`config.mk`:
```
export PLATFORM = sky130hd
export DESIGN_NAME = pe_mac_mp_flat
export DESIGN_NICKNAME = d
export VERILOG_FILES = /design/src/rtl/pe_mac_mp_if.sv /design/src/rtl/pe_mac_mp.sv /design/src/flat_wrapper.sv
export SDC_FILE = /design/constraint.sdc
export NUM_CORES = 1
export LEC_CHECK = 0
export ABC_AREA = 1
export ABC_CLOCK_PERIOD_IN_PS = 6900
export CAP_MARGIN = 15
export CORE_AREA = 2 2 163 165
export CTS_BUF_LIST = sky130_fd_sc_hd__clkbuf_4 sky130_fd_sc_hd__clkbuf_8
export DETAILED_ROUTE_END_ITERATION = 12
export DIE_AREA = 0 0 165 167
export GPL_ROUTABILITY_DRIVEN = 0
export HOLD_SLACK_MARGIN = 0.12
export MAX_ROUTING_LAYER = met4
export SLEW_MARGIN = 25
export SYNTH_ARGS = -nofsm -noshare
export SYNTH_HDL_FRONTEND = slang
export SYNTH_SLANG_ARGS = --single-unit
```
`constraint.sdc`:
```
create_clock -name clk -period 6.9 [get_ports clk]
set_clock_uncertainty 0.05 [all_clocks]
set_input_delay 1.38 -clock clk [delete_from_list [all_inputs] [get_ports clk]]
set_output_delay 1.38 -clock clk [all_outputs]
set_load 0.005 [all_outputs]
```
`src/rtl/pe_mac_mp_if.sv`:
```
// Bus bundle for the mixed-precision MAC PE: operand/forward path,
// control strobes, and the drained-result handshake.
interface pe_mac_mp_if #(
  parameter int unsigned ELEM_BITS = 8,
  parameter int unsigned ACC_BITS  = 32
);
  logic                        clr;
  logic                        shift_en;
  logic [1:0]                  mode;
  logic [ELEM_BITS-1:0]        a_in;
  logic [ELEM_BITS-1:0]        b_in;
  logic                        a_v_in;
  logic                        b_v_in;
  logic                        last_in;
  logic [ELEM_BITS-1:0]        a_out;
  logic [ELEM_BITS-1:0]        b_out;
  logic                        a_v_out;
  logic                        b_v_out;
  logic signed [ACC_BITS-1:0]  c_out;
  logic                        c_valid;
  logic                        c_ready;
  logic                        sat_flag;
  logic                        ovf_err;

  // PE side
  modport slave (
    input  clr, shift_en, mode, a_in, b_in, a_v_in, b_v_in, last_in, c_ready,
    output a_out, b_out, a_v_out, b_v_out, c_out, c_valid, sat_flag, ovf_err
  );

  // Driver / fabric side
  modport master (
    output clr, shift_en, mode, a_in, b_in, a_v_in, b_v_in, last_in, c_ready,
    input  a_out, b_out, a_v_out, b_v_out, c_out, c_valid, sat_flag, ovf_err
  );
endinterface

```
`src/rtl/pe_mac_mp.sv`:
```
// Two-stage mixed-precision MAC PE (INT8 signed/unsigned, dual INT4) with
// optional saturating accumulator, operand forwarding and a drained
// valid/ready result register.
module pe_mac_mp #(
  parameter int unsigned ELEM_BITS = 8,
  parameter int unsigned ACC_BITS  = 32,
  parameter bit          SAT_EN    = 1'b1
) (
  input  logic         clk,
  input  logic         rst,
  pe_mac_mp_if.slave   bus
);
  localparam int unsigned P = 2 * ELEM_BITS + 1;
  localparam int unsigned H = ELEM_BITS / 2;
  localparam int unsigned W = ACC_BITS + 1;

  typedef enum logic [1:0] {
    MODE_S8   = 2'd0,
    MODE_U8   = 2'd1,
    MODE_S4X2 = 2'd2,
    MODE_RSVD = 2'd3
  } mode_e;

  logic [ELEM_BITS-1:0]       a_out_q, b_out_q;
  logic                       a_v_out_q, b_v_out_q;
  logic signed [P-1:0]        prod_d, prod_q;
  logic                       s1_v_d, s1_v_q, s1_last_d, s1_last_q;
  logic signed [ACC_BITS-1:0] acc_d, acc_q, c_out_d, c_out_q;
  logic                       c_valid_d, c_valid_q;
  logic                       sat_d, sat_q, ovf_d, ovf_q;
  logic signed [P-1:0]        ax, bx, ahx, bhx;
  logic signed [W-1:0]        sum_w;
  logic signed [ACC_BITS-1:0] sum_c;
  logic                       sat_hit, hs;

  // Operand forwarding to the neighbouring PE, gated by shift_en only
  always_ff @(posedge clk) begin
    if (rst) begin
      a_out_q   <= '0;
      b_out_q   <= '0;
      a_v_out_q <= 1'b0;
      b_v_out_q <= 1'b0;
    end else if (bus.shift_en) begin
      a_out_q   <= bus.a_in;
      b_out_q   <= bus.b_in;
      a_v_out_q <= bus.a_v_in;
      b_v_out_q <= bus.b_v_in;
    end
  end

  // Stage-1 product selection by precision mode (mode 3 aliases mode 0)
  always_comb begin
    ax     = '0;
    bx     = '0;
    ahx    = '0;
    bhx    = '0;
    prod_d = '0;
    case (mode_e'(bus.mode))
      MODE_U8: begin
        ax     = P'(bus.a_in);
        bx     = P'(bus.b_in);
        prod_d = ax * bx;
      end
      MODE_S4X2: begin
        ahx    = P'($signed(bus.a_in[ELEM_BITS-1:H]));
        bhx    = P'($signed(bus.b_in[ELEM_BITS-1:H]));
        ax     = P'($signed(bus.a_in[H-1:0]));
        bx     = P'($signed(bus.b_in[H-1:0]));
        prod_d = ahx * bhx + ax * bx;
      end
      default: begin
        ax     = P'($signed(bus.a_in));
        bx     = P'($signed(bus.b_in));
        prod_d = ax * bx;
      end
    endcase
    s1_v_d    = bus.a_v_in & bus.b_v_in;
    s1_last_d = bus.last_in & s1_v_d;
  end

  // Stage-1 pipeline register; clr kills the in-flight term
  always_ff @(posedge clk) begin
    if (rst) begin
      prod_q    <= '0;
      s1_v_q    <= 1'b0;
      s1_last_q <= 1'b0;
    end else begin
      prod_q    <= prod_d;
      s1_v_q    <= s1_v_d & ~bus.clr;
      s1_last_q <= s1_last_d & ~bus.clr;
    end
  end

  // Stage-2 add with one guard bit; overflow shows as guard/MSB disagreement
  always_comb begin
    sum_w   = W'(acc_q) + W'(prod_q);
    sum_c   = sum_w[ACC_BITS-1:0];
    sat_hit = 1'b0;
    if (SAT_EN && (sum_w[W-1] != sum_w[W-2])) begin
      sat_hit = 1'b1;
      sum_c   = sum_w[W-1] ? {1'b1, {(ACC_BITS-1){1'b0}}}
                           : {1'b0, {(ACC_BITS-1){1'b1}}};
    end
  end

  // Accumulate/drain/handshake next state; clr wins over accumulate and drain
  always_comb begin
    acc_d     = acc_q;
    c_out_d   = c_out_q;
    c_valid_d = c_valid_q;
    sat_d     = sat_q;
    ovf_d     = ovf_q;
    hs        = c_valid_q & bus.c_ready;
    if (hs) c_valid_d = 1'b0;
    if (bus.clr) begin
      acc_d = '0;
      sat_d = 1'b0;
      ovf_d = 1'b0;
    end else if (s1_v_q) begin
      if (sat_hit) sat_d = 1'b1;
      if (s1_last_q) begin
        c_out_d   = sum_c;
        c_valid_d = 1'b1;
        acc_d     = '0;
        if (c_valid_q && !bus.c_ready) ovf_d = 1'b1;
      end else begin
        acc_d = sum_c;
      end
    end
  end

  // Stage-2 and output registers
  always_ff @(posedge clk) begin
    if (rst) begin
      acc_q     <= '0;
      c_out_q   <= '0;
      c_valid_q <= 1'b0;
      sat_q     <= 1'b0;
      ovf_q     <= 1'b0;
    end else begin
      acc_q     <= acc_d;
      c_out_q   <= c_out_d;
      c_valid_q <= c_valid_d;
      sat_q     <= sat_d;
      ovf_q     <= ovf_d;
    end
  end

  assign bus.a_out    = a_out_q;
  assign bus.b_out    = b_out_q;
  assign bus.a_v_out  = a_v_out_q;
  assign bus.b_v_out  = b_v_out_q;
  assign bus.c_out    = c_out_q;
  assign bus.c_valid  = c_valid_q;
  assign bus.sat_flag = sat_q;
  assign bus.ovf_err  = ovf_q;
endmodule

```
`src/flat_wrapper.sv`:
```
// flat-port wrapper written by rule: the top's interface ports become plain ports
module pe_mac_mp_flat 
#(
  parameter int unsigned ELEM_BITS = 8,
  parameter int unsigned ACC_BITS  = 32,
  parameter bit          SAT_EN    = 1'b1
)
  (clk, rst, bus_clr, bus_shift_en, bus_mode, bus_a_in, bus_b_in, bus_a_v_in, bus_b_v_in, bus_last_in, bus_c_ready, bus_a_out, bus_b_out, bus_a_v_out, bus_b_v_out, bus_c_out, bus_c_valid, bus_sat_flag, bus_ovf_err);
  pe_mac_mp_if #(.ELEM_BITS(ELEM_BITS), .ACC_BITS(ACC_BITS)) bus_i ();
  input  logic clk;
  input  logic rst;
  input wire logic [$bits(bus_i.clr)-1:0] bus_clr;
  input wire logic [$bits(bus_i.shift_en)-1:0] bus_shift_en;
  input wire logic [$bits(bus_i.mode)-1:0] bus_mode;
  input wire logic [$bits(bus_i.a_in)-1:0] bus_a_in;
  input wire logic [$bits(bus_i.b_in)-1:0] bus_b_in;
  input wire logic [$bits(bus_i.a_v_in)-1:0] bus_a_v_in;
  input wire logic [$bits(bus_i.b_v_in)-1:0] bus_b_v_in;
  input wire logic [$bits(bus_i.last_in)-1:0] bus_last_in;
  input wire logic [$bits(bus_i.c_ready)-1:0] bus_c_ready;
  output wire logic [$bits(bus_i.a_out)-1:0] bus_a_out;
  output wire logic [$bits(bus_i.b_out)-1:0] bus_b_out;
  output wire logic [$bits(bus_i.a_v_out)-1:0] bus_a_v_out;
  output wire logic [$bits(bus_i.b_v_out)-1:0] bus_b_v_out;
  output wire logic [$bits(bus_i.c_out)-1:0] bus_c_out;
  output wire logic [$bits(bus_i.c_valid)-1:0] bus_c_valid;
  output wire logic [$bits(bus_i.sat_flag)-1:0] bus_sat_flag;
  output wire logic [$bits(bus_i.ovf_err)-1:0] bus_ovf_err;
  assign bus_i.clr = bus_clr;
  assign bus_i.shift_en = bus_shift_en;
  assign bus_i.mode = bus_mode;
  assign bus_i.a_in = bus_a_in;
  assign bus_i.b_in = bus_b_in;
  assign bus_i.a_v_in = bus_a_v_in;
  assign bus_i.b_v_in = bus_b_v_in;
  assign bus_i.last_in = bus_last_in;
  assign bus_i.c_ready = bus_c_ready;
  assign bus_a_out = bus_i.a_out;
  assign bus_b_out = bus_i.b_out;
  assign bus_a_v_out = bus_i.a_v_out;
  assign bus_b_v_out = bus_i.b_v_out;
  assign bus_c_out = bus_i.c_out;
  assign bus_c_valid = bus_i.c_valid;
  assign bus_sat_flag = bus_i.sat_flag;
  assign bus_ovf_err = bus_i.ovf_err;
  pe_mac_mp #(.ELEM_BITS(ELEM_BITS), .ACC_BITS(ACC_BITS), .SAT_EN(SAT_EN)) u_core (.clk(clk), .rst(rst), .bus(bus_i));
endmodule
```
==> results.json, run 1 <==
{
  "numCtsBuffers": 9,
  "min_period_ns": 6.14,
  "cts_tree": "built",
  "max_freq_ghz": 0.163,
  "postCtsHoldBufs": 0,
  "holdPathStages": 2,
  "status": "completed",
  "synth-seq-cells": 104,
  "post-route-period-util": 0.890,
  "cp_data_required_time_ns": 7.15,
  "path_clk_slew_ns": 0.13,
  "antenna_found_initial": 0,
  "r2r_start": "u_core.prod_q[16]",
  "grt_first_pass_wirelength_um": 49900,
  "post_synth_num_cell_types": 40,
  "worstMarginPinSlew_ns": 0.964,
  "grt_setup_unrepaired": "no",
  "ant_nets": 0,
  "routed-via-count": 9975,
  "critical_path.max_stage_delay_ns": 0.51,
  "use_met3": 0.0202,
  "die-height_um": 167,
  "nNetsFinal": 1953,
  "die_w_um": 165,
  "hold_end": "u_core.acc_q[2]",
  "finalSetupViolations": 0,
  "cp_slowest_cell": "fa_1",
  "clk_path_buf_depth": 2,
  "path_class": "input pin to flop",
  "synth-main-ff-cell": "dfxtp_1",
  "path_max_fanout": 6,
  "wl_um": 30300,
  "p_leak_uw": 0.00696,
  "area_growth_pct": 11.9,
  "drc_errors": 0,
  "synthArstFlopShare": 0,
  "r2r_setup_slack_ns": 3.73,
  "post_cts.repair.setup_buffers": 0,
  "grt_use_total": 0.235,
  "avgRoutedWirePerCell_um": 14.8,
  "coreArea_mm2": 0.0258,
  "vdd_ir_drop_max_uv": 127,
  "worstHoldStart": "u_core.acc_q[2]",
  "core.rowCount": 59,
  "dieArea_mm2": 0.0276,
  "synth-edff-count": 0,
  "timing.critical_path.arrival_ns": 6.39,
  "grt_pass1_vias": 9918,
  "syn-instance-count": 1637,
  "syn-num-nets": 1889,
  "drive_above_1_share": 0.0481,
  "drtIter0Drc": 560,
  "fin_total_pwr_uw": 3190,
  "syn-cell-area_mm2": 0.0115,
  "cts.sink_count": 104,
  "endpoint_kind": "flop",
  "path_buf_inv": 4,
  "reg2reg_to": "u_core.acc_q[14]",
  "n_antenna_cell": 0,
  "grt_max_degree": 36,
  "cap_violations": 0,
  "place_area_mm2": 0.0127,
  "nFillCells": 2586,
  "root_buffer": "clkbuf_8",
  "yosysSeqAreaShare": 0.181,
  "postSynthAreaPerCell_um2": 7.04,
  "portBuffers": 78,
  "grt.busiest_layer": "met2",
  "htreeDepth": 3,
  "vias_per_cell": 4.89,
  "start_util": 0.447,
  "grt_use_met2": 0.395,
  "ctsResizeCount": 0,
  "slew_violations": 0,
  "relSlewSlack": 0.353,
  "yosys_warnings": 0,
  "io_pins": 79,
  "tns_ns": 0,
  "clk-insertion-delay-late_ns": 0.41,
  "rr_worst_depth": 13,
  "critical_path.top_delay_family": "adder cells",
  "path_cells": "clkdlybuf4s50_1 > inv_1 > or2_2 > fa_1 > fa_1 > inv_1 > fa_1 > ha_1 > fa_1 > nand3_1 > nand2_1 > xor2_1 > xnor2_1 > inv_1 > ha_1 > nand2_1 > o21ai_0 > fa_1 > a22oi_1 > a21oi_1",
  "fin_area_mm2": 0.0129,
  "holdCritPathClass": "flop to flop",
  "startpoint_type": "input pin",
  "grt_overflow": 0,
  "first_pass_iters": 5,
  "p_per_area_mw_per_mm2": 247,
  "grtUsageMet1": 0.305,
  "crit_top_cell": "fa_1",
  "hold_viol": 0,
  "dpl.hpwl_um": 25000
}
-- worst reg2reg max path, cell delays in order (launching register included) --
cell and delay (ns):
dfxtp_1 0.83, ha_1 0.44, nand2_1 0.17, inv_1 0.06, a21oi_1 0.18, nand2_1 0.10, a21oi_2 0.21, nand2_1 0.10
nand2_1 0.10, nand2_4 0.09, nand2_4 0.33, nand2_1 0.23, nand2_1 0.10, a21oi_1 0.06
-- cell usage after synthesis (all sizes together) (3+ instances only) --
master | n | area, um^2
clkinv | 4 | 15.0
o211ai | 5 | 37.5
xor2 | 36 | 315
nand3b | 6 | 45.0
buf | 6 | 60.1
a21oi | 118 | 602
or2 | 10 | 62.6
o21ai | 90 | 477
ha | 122 | 1530
inv | 305 | 1140
nand4 | 5 | 31.3
nand3 | 45 | 225
fa | 104 | 2080
dfxtp | 104 | 2080
nand2 | 417 | 1620
nor3 | 9 | 45.0
o21bai | 8 | 60.1
clkbuf | 42 | 158
nor2 | 167 | 653
a31oi | 3 | 18.8
xnor2 | 17 | 149
-- routing by layer --
| layer | routed length, um | part of all wire |
|---|---|---|
| met1 | 14100 | 0.46 |
| met2 | 14600 | 0.48 |
| met3 | 974 | 0.032 |
| met4 | 636 | 0.021 |
| met5 | 0 | 0 |
-- sequential cells by signal (all words and copies together), names as in the netlist, 8 cells and up --
name	count
u_core.bus.b_out	8
u_core.acc_q	32
u_core.prod_q	17
u_core.bus.c_out	32
u_core.bus.a_out	8
-- worst max path at each step --
stage,startpoint,to,cells after the start
floorplan,bus_b_in[3],u_core.prod_q[8],20
global placement,bus_b_in[3],u_core.prod_q[8],20
detailed placement,bus_b_in[3],u_core.prod_q[8],20
CTS,bus_b_in[3],u_core.prod_q[8],20
global route,bus_b_in[3],u_core.prod_q[8],20
finish,bus_b_in[3],u_core.prod_q[8],20
-- cell families after synthesis --
logic type	synth area share
fa+ha+maj	0.313
flops	0.181
simple gates	0.234
compound gates	0.112
buf+inv	0.120
xor+xnor	0.0403
-- cells in the final DEF, fill, tap and decap left out, types with 2 or more instances in the layout --
cell	n
nor2_2	5
buf_4	23
clkinv_1	4
nand2_2	12
nand3_1	45
ha_1	122
clkinv_8	3
a211oi_1	2
o21bai_1	8
inv_1	304
fa_1	104
nand3b_1	6
or2_2	10
o21ai_2	7
xor2_1	36
nand2_1	402
a21o_1	2
nand4_1	5
o21ai_1	15
xnor2_1	17
clkdlybuf4s50_1	78
o211ai_1	5
inv_6	3
a21boi_0	2
a21oi_2	3
nor3_1	9
a31oi_1	3
nor2_1	161
nand2_4	3
o21ai_0	68
clkbuf_8	9
dfxtp_1	104
a21oi_1	115
-- area by class of cell --
class	instances	area, um^2	area share
multi-input combinational	1176	8060	0.625
sequential	104	2080	0.162
inverter	309	1160	0.0900
clock buffer	9	124	0.00961
timing repair buffer	101	953	0.0740
clock inverter	7	91.3	0.00709
tap	335	419	0.0325
-- power breakdown --
group          total [uW]  internal [uW]  switching (uW)
combinational        2100            815            1290
sequential            670            640            30.0
clock                 418            149             269
total                3190           1600            1580
-- through the flow --
stage,setup WS (ns),hold slack (ns),utilization,instances
5_1_grt,0.472,0.449,0.500,2041
6_report,0.758,0.427,0.500,2041
3_3_place_gp,0.407,0.409,0.492,2025
2_1_floorplan,0.595,0.399,-,1637
4_1_cts,0.778,0.432,0.500,2041
3_5_place_dp,0.358,0.414,0.492,2025
Note: power is estimated with default switching activity, not from simulation.
==> run 2: changes to the inputs <==
--- a/config.mk
+++ b/config.mk
@@ -8,13 +8,15 @@
 export ABC_AREA = 1
 export ABC_CLOCK_PERIOD_IN_PS = 6900
 export CAP_MARGIN = 15
-export CORE_AREA = 2 2 163 165
-export CTS_BUF_LIST = sky130_fd_sc_hd__clkbuf_4 sky130_fd_sc_hd__clkbuf_8
+export CELL_PAD_IN_SITES_DETAIL_PLACEMENT = 2
+export CELL_PAD_IN_SITES_GLOBAL_PLACEMENT = 2
+export CORE_AREA = 2 2 185 187
 export DETAILED_ROUTE_END_ITERATION = 12
-export DIE_AREA = 0 0 165 167
+export DIE_AREA = 0 0 187 189
 export GPL_ROUTABILITY_DRIVEN = 0
 export HOLD_SLACK_MARGIN = 0.12
 export MAX_ROUTING_LAYER = met4
+export PLACE_DENSITY_LB_ADDON = 0.1
 export SLEW_MARGIN = 25
 export SYNTH_ARGS = -nofsm -noshare
 export SYNTH_HDL_FRONTEND = slang
==> run 2 against run 1 <==
  * Register-to-register slack lost 0.27 ns
  * Critical path depth is the same
  * Critical path type unchanged
  * Largest power group unchanged
  * Largest cell class unchanged
  * Die area grew 28%
  * Utilization shrank 11 points
  * Via count grew 4.7%
  * Non-clock buffer count shrank 1
==> results.json, run 2 (synthesis results as in run 1) <==
{
  "internal-power_uw": 1770,
  "avgRoutedWirePerCell_um": 18.4,
  "endpoint_kind": "flop",
  "io_pins": 79,
  "slew_violations": 0,
  "finalSetupViolations": 0,
  "post-route-period-util": 0.920,
  "wl_met2_um": 20500,
  "worstHoldStart": "u_core.acc_q[28]",
  "antenna_found_initial": 0,
  "worstMarginPinSlew_ns": 0.932,
  "final_common_cell": "nand2_1",
  "path_class": "input pin to flop",
  "relSlewSlack": 0.377,
  "drt-met1-wl_um": 18000,
  "core.rowCount": 67,
  "wl_met3_um": 644,
  "ctsResizeCount": 0,
  "cp_data_required_time_ns": 7.11,
  "postCtsHoldBufs": 0,
  "nFillCells": 4011,
  "path_max_fanout": 6,
  "drtIter0Drc": 276,
  "die-height_um": 189,
  "dieArea_mm2": 0.0353,
  "first_pass_iters": 4,
  "nNetsFinal": 1952,
  "start_util": 0.346,
  "area_growth_pct": 13.8,
  "max_freq_ghz": 0.157,
  "die_w_um": 187,
  "grt_use_total": 0.239,
  "crit_start": "bus_b_in[3]",
  "clk_path_buf_depth": 2,
  "path_clk_slew_ns": 0.08,
  "wl_um": 39600,
  "grt_first_pass_wirelength_um": 64200,
  "cap_violations": 0,
  "r2r_setup_slack_ns": 3.46,
  "drive_above_1_share": 0.0469,
  "power_frac_clock": 0.157,
  "holdCritPathClass": "flop to flop",
  "hold_viol": 0,
  "status": "completed",
  "ant_nets": 0,
  "timing.critical_path.arrival_ns": 6.56,
  "cts_tree": "built",
  "comb_power_share": 0.651,
  "route.top_layer_used": "met4",
  "numCtsBuffers": 9,
  "startpoint_type": "input pin",
  "final_cell_mix": "402 x nand2_1, 305 x inv_1, 161 x nor2_1",
  "p_per_area_mw_per_mm2": 266,
  "htreeDepth": 3,
  "grt_setup_unrepaired": "no",
  "root_buffer": "clkbuf_16",
  "clk-insertion-delay-late_ns": 0.38,
  "vias_per_cell": 4.85,
  "dpl.hpwl_um": 33100,
  "r2r_start": "u_core.prod_q[16]",
  "fin_total_pwr_uw": 3490,
  "grt_max_degree": 36,
  "p_sw_frac": 0.492,
  "coreArea_mm2": 0.0333,
  "vdd_ir_drop_max_uv": 170,
  "power.switching_uw": 1710,
  "routed-via-count": 10400,
  "grt_pass1_vias": 11900,
  "grt_overflow": 0,
  "min_period_ns": 6.35,
  "portBuffers": 78,
  "n_antenna_cell": 0,
  "drc_errors": 0,
  "cts.sink_count": 104,
  "post_cts.repair.setup_buffers": 0,
  "p_seq_frac": 0.192,
  "tns_ns": 0,
  "p_leak_uw": 0.00699
}
run 2: through the flow:
step	std cells	util	area [um^2]	worst slack, ns	hold slack [ns]
6_report	2153	0.394	13100	0.550	0.429
5_1_grt	2153	0.394	13100	0.264	0.455
4_1_cts	2153	0.394	13100	0.537	0.433
3_5_place_dp	2137	0.385	12800	0.111	0.422
3_3_place_gp	2137	0.385	12800	0.311	0.411
2_1_floorplan	1637	-	11500	0.595	0.399
run 2: per-layer routing:
| layer | GRT usage | up-vias |
|---|---|---|
| met1 | 0.286 | 5185 |
| li1 | - | 5153 |
| met4 | 0.0458 | 0 |
| met3 | 0.0254 | 22 |
| met5 | - | - |
| met2 | 0.434 | 85 |
run 2: final timing paths:
path	end	cells past startpoint
worst min register to register	u_core.acc_q[28]	2
worst min-delay path	u_core.acc_q[28]	2
worst max register to register	u_core.bus.c_out[27]	13
worst max-delay path	u_core.prod_q[8]	20
run 2: worst max-delay path, cell delays in order:
cell,delay (ns)
clkdlybuf4s50_1,0.51
inv_1,0.10
or2_2,0.30
fa_1,0.46
fa_1,0.52
inv_1,0.05
fa_1,0.46
ha_1,0.25
fa_1,0.42
nand3_1,0.10
nand2_1,0.07
xor2_1,0.16
xnor2_1,0.20
inv_1,0.07
ha_1,0.37
nand2_1,0.07
o21ai_0,0.30
fa_1,0.48
a22oi_1,0.19
a21oi_1,0.09
run 2: power by group through the flow:
| stage | clock network, uW | logic [uW] | registers [uW] |
|---|---|---|---|
| floorplan | 0 | 1590 | 670 |
| global placement | 0 | 2200 | 684 |
| detailed placement | 0 | 2290 | 685 |
| CTS | 568 | 2310 | 671 |
| global route | 587 | 2580 | 675 |
| finish | 546 | 2270 | 671 |
run 2: area by class of cell:
type | count | area, um^2 | area share
multi-input combinational | 1176 | 8070 | 0.615
sequential | 104 | 2080 | 0.159
inverter | 309 | 1160 | 0.0885
timing repair buffer | 100 | 946 | 0.0721
tap | 448 | 561 | 0.0427
clock buffer | 10 | 229 | 0.0175
clock inverter | 6 | 67.6 | 0.00515
==> run 3: changes to the inputs <==
--- a/config.mk
+++ b/config.mk
@@ -11,6 +11,7 @@
 export CELL_PAD_IN_SITES_DETAIL_PLACEMENT = 2
 export CELL_PAD_IN_SITES_GLOBAL_PLACEMENT = 2
 export CORE_AREA = 2 2 185 187
+export CTS_CLUSTER_DIAMETER = 150
 export DETAILED_ROUTE_END_ITERATION = 12
 export DIE_AREA = 0 0 187 189
 export GPL_ROUTABILITY_DRIVEN = 0
==> results of run 3 <==
Same layout as run 2: the final DEF is identical, and so are final timing and power.
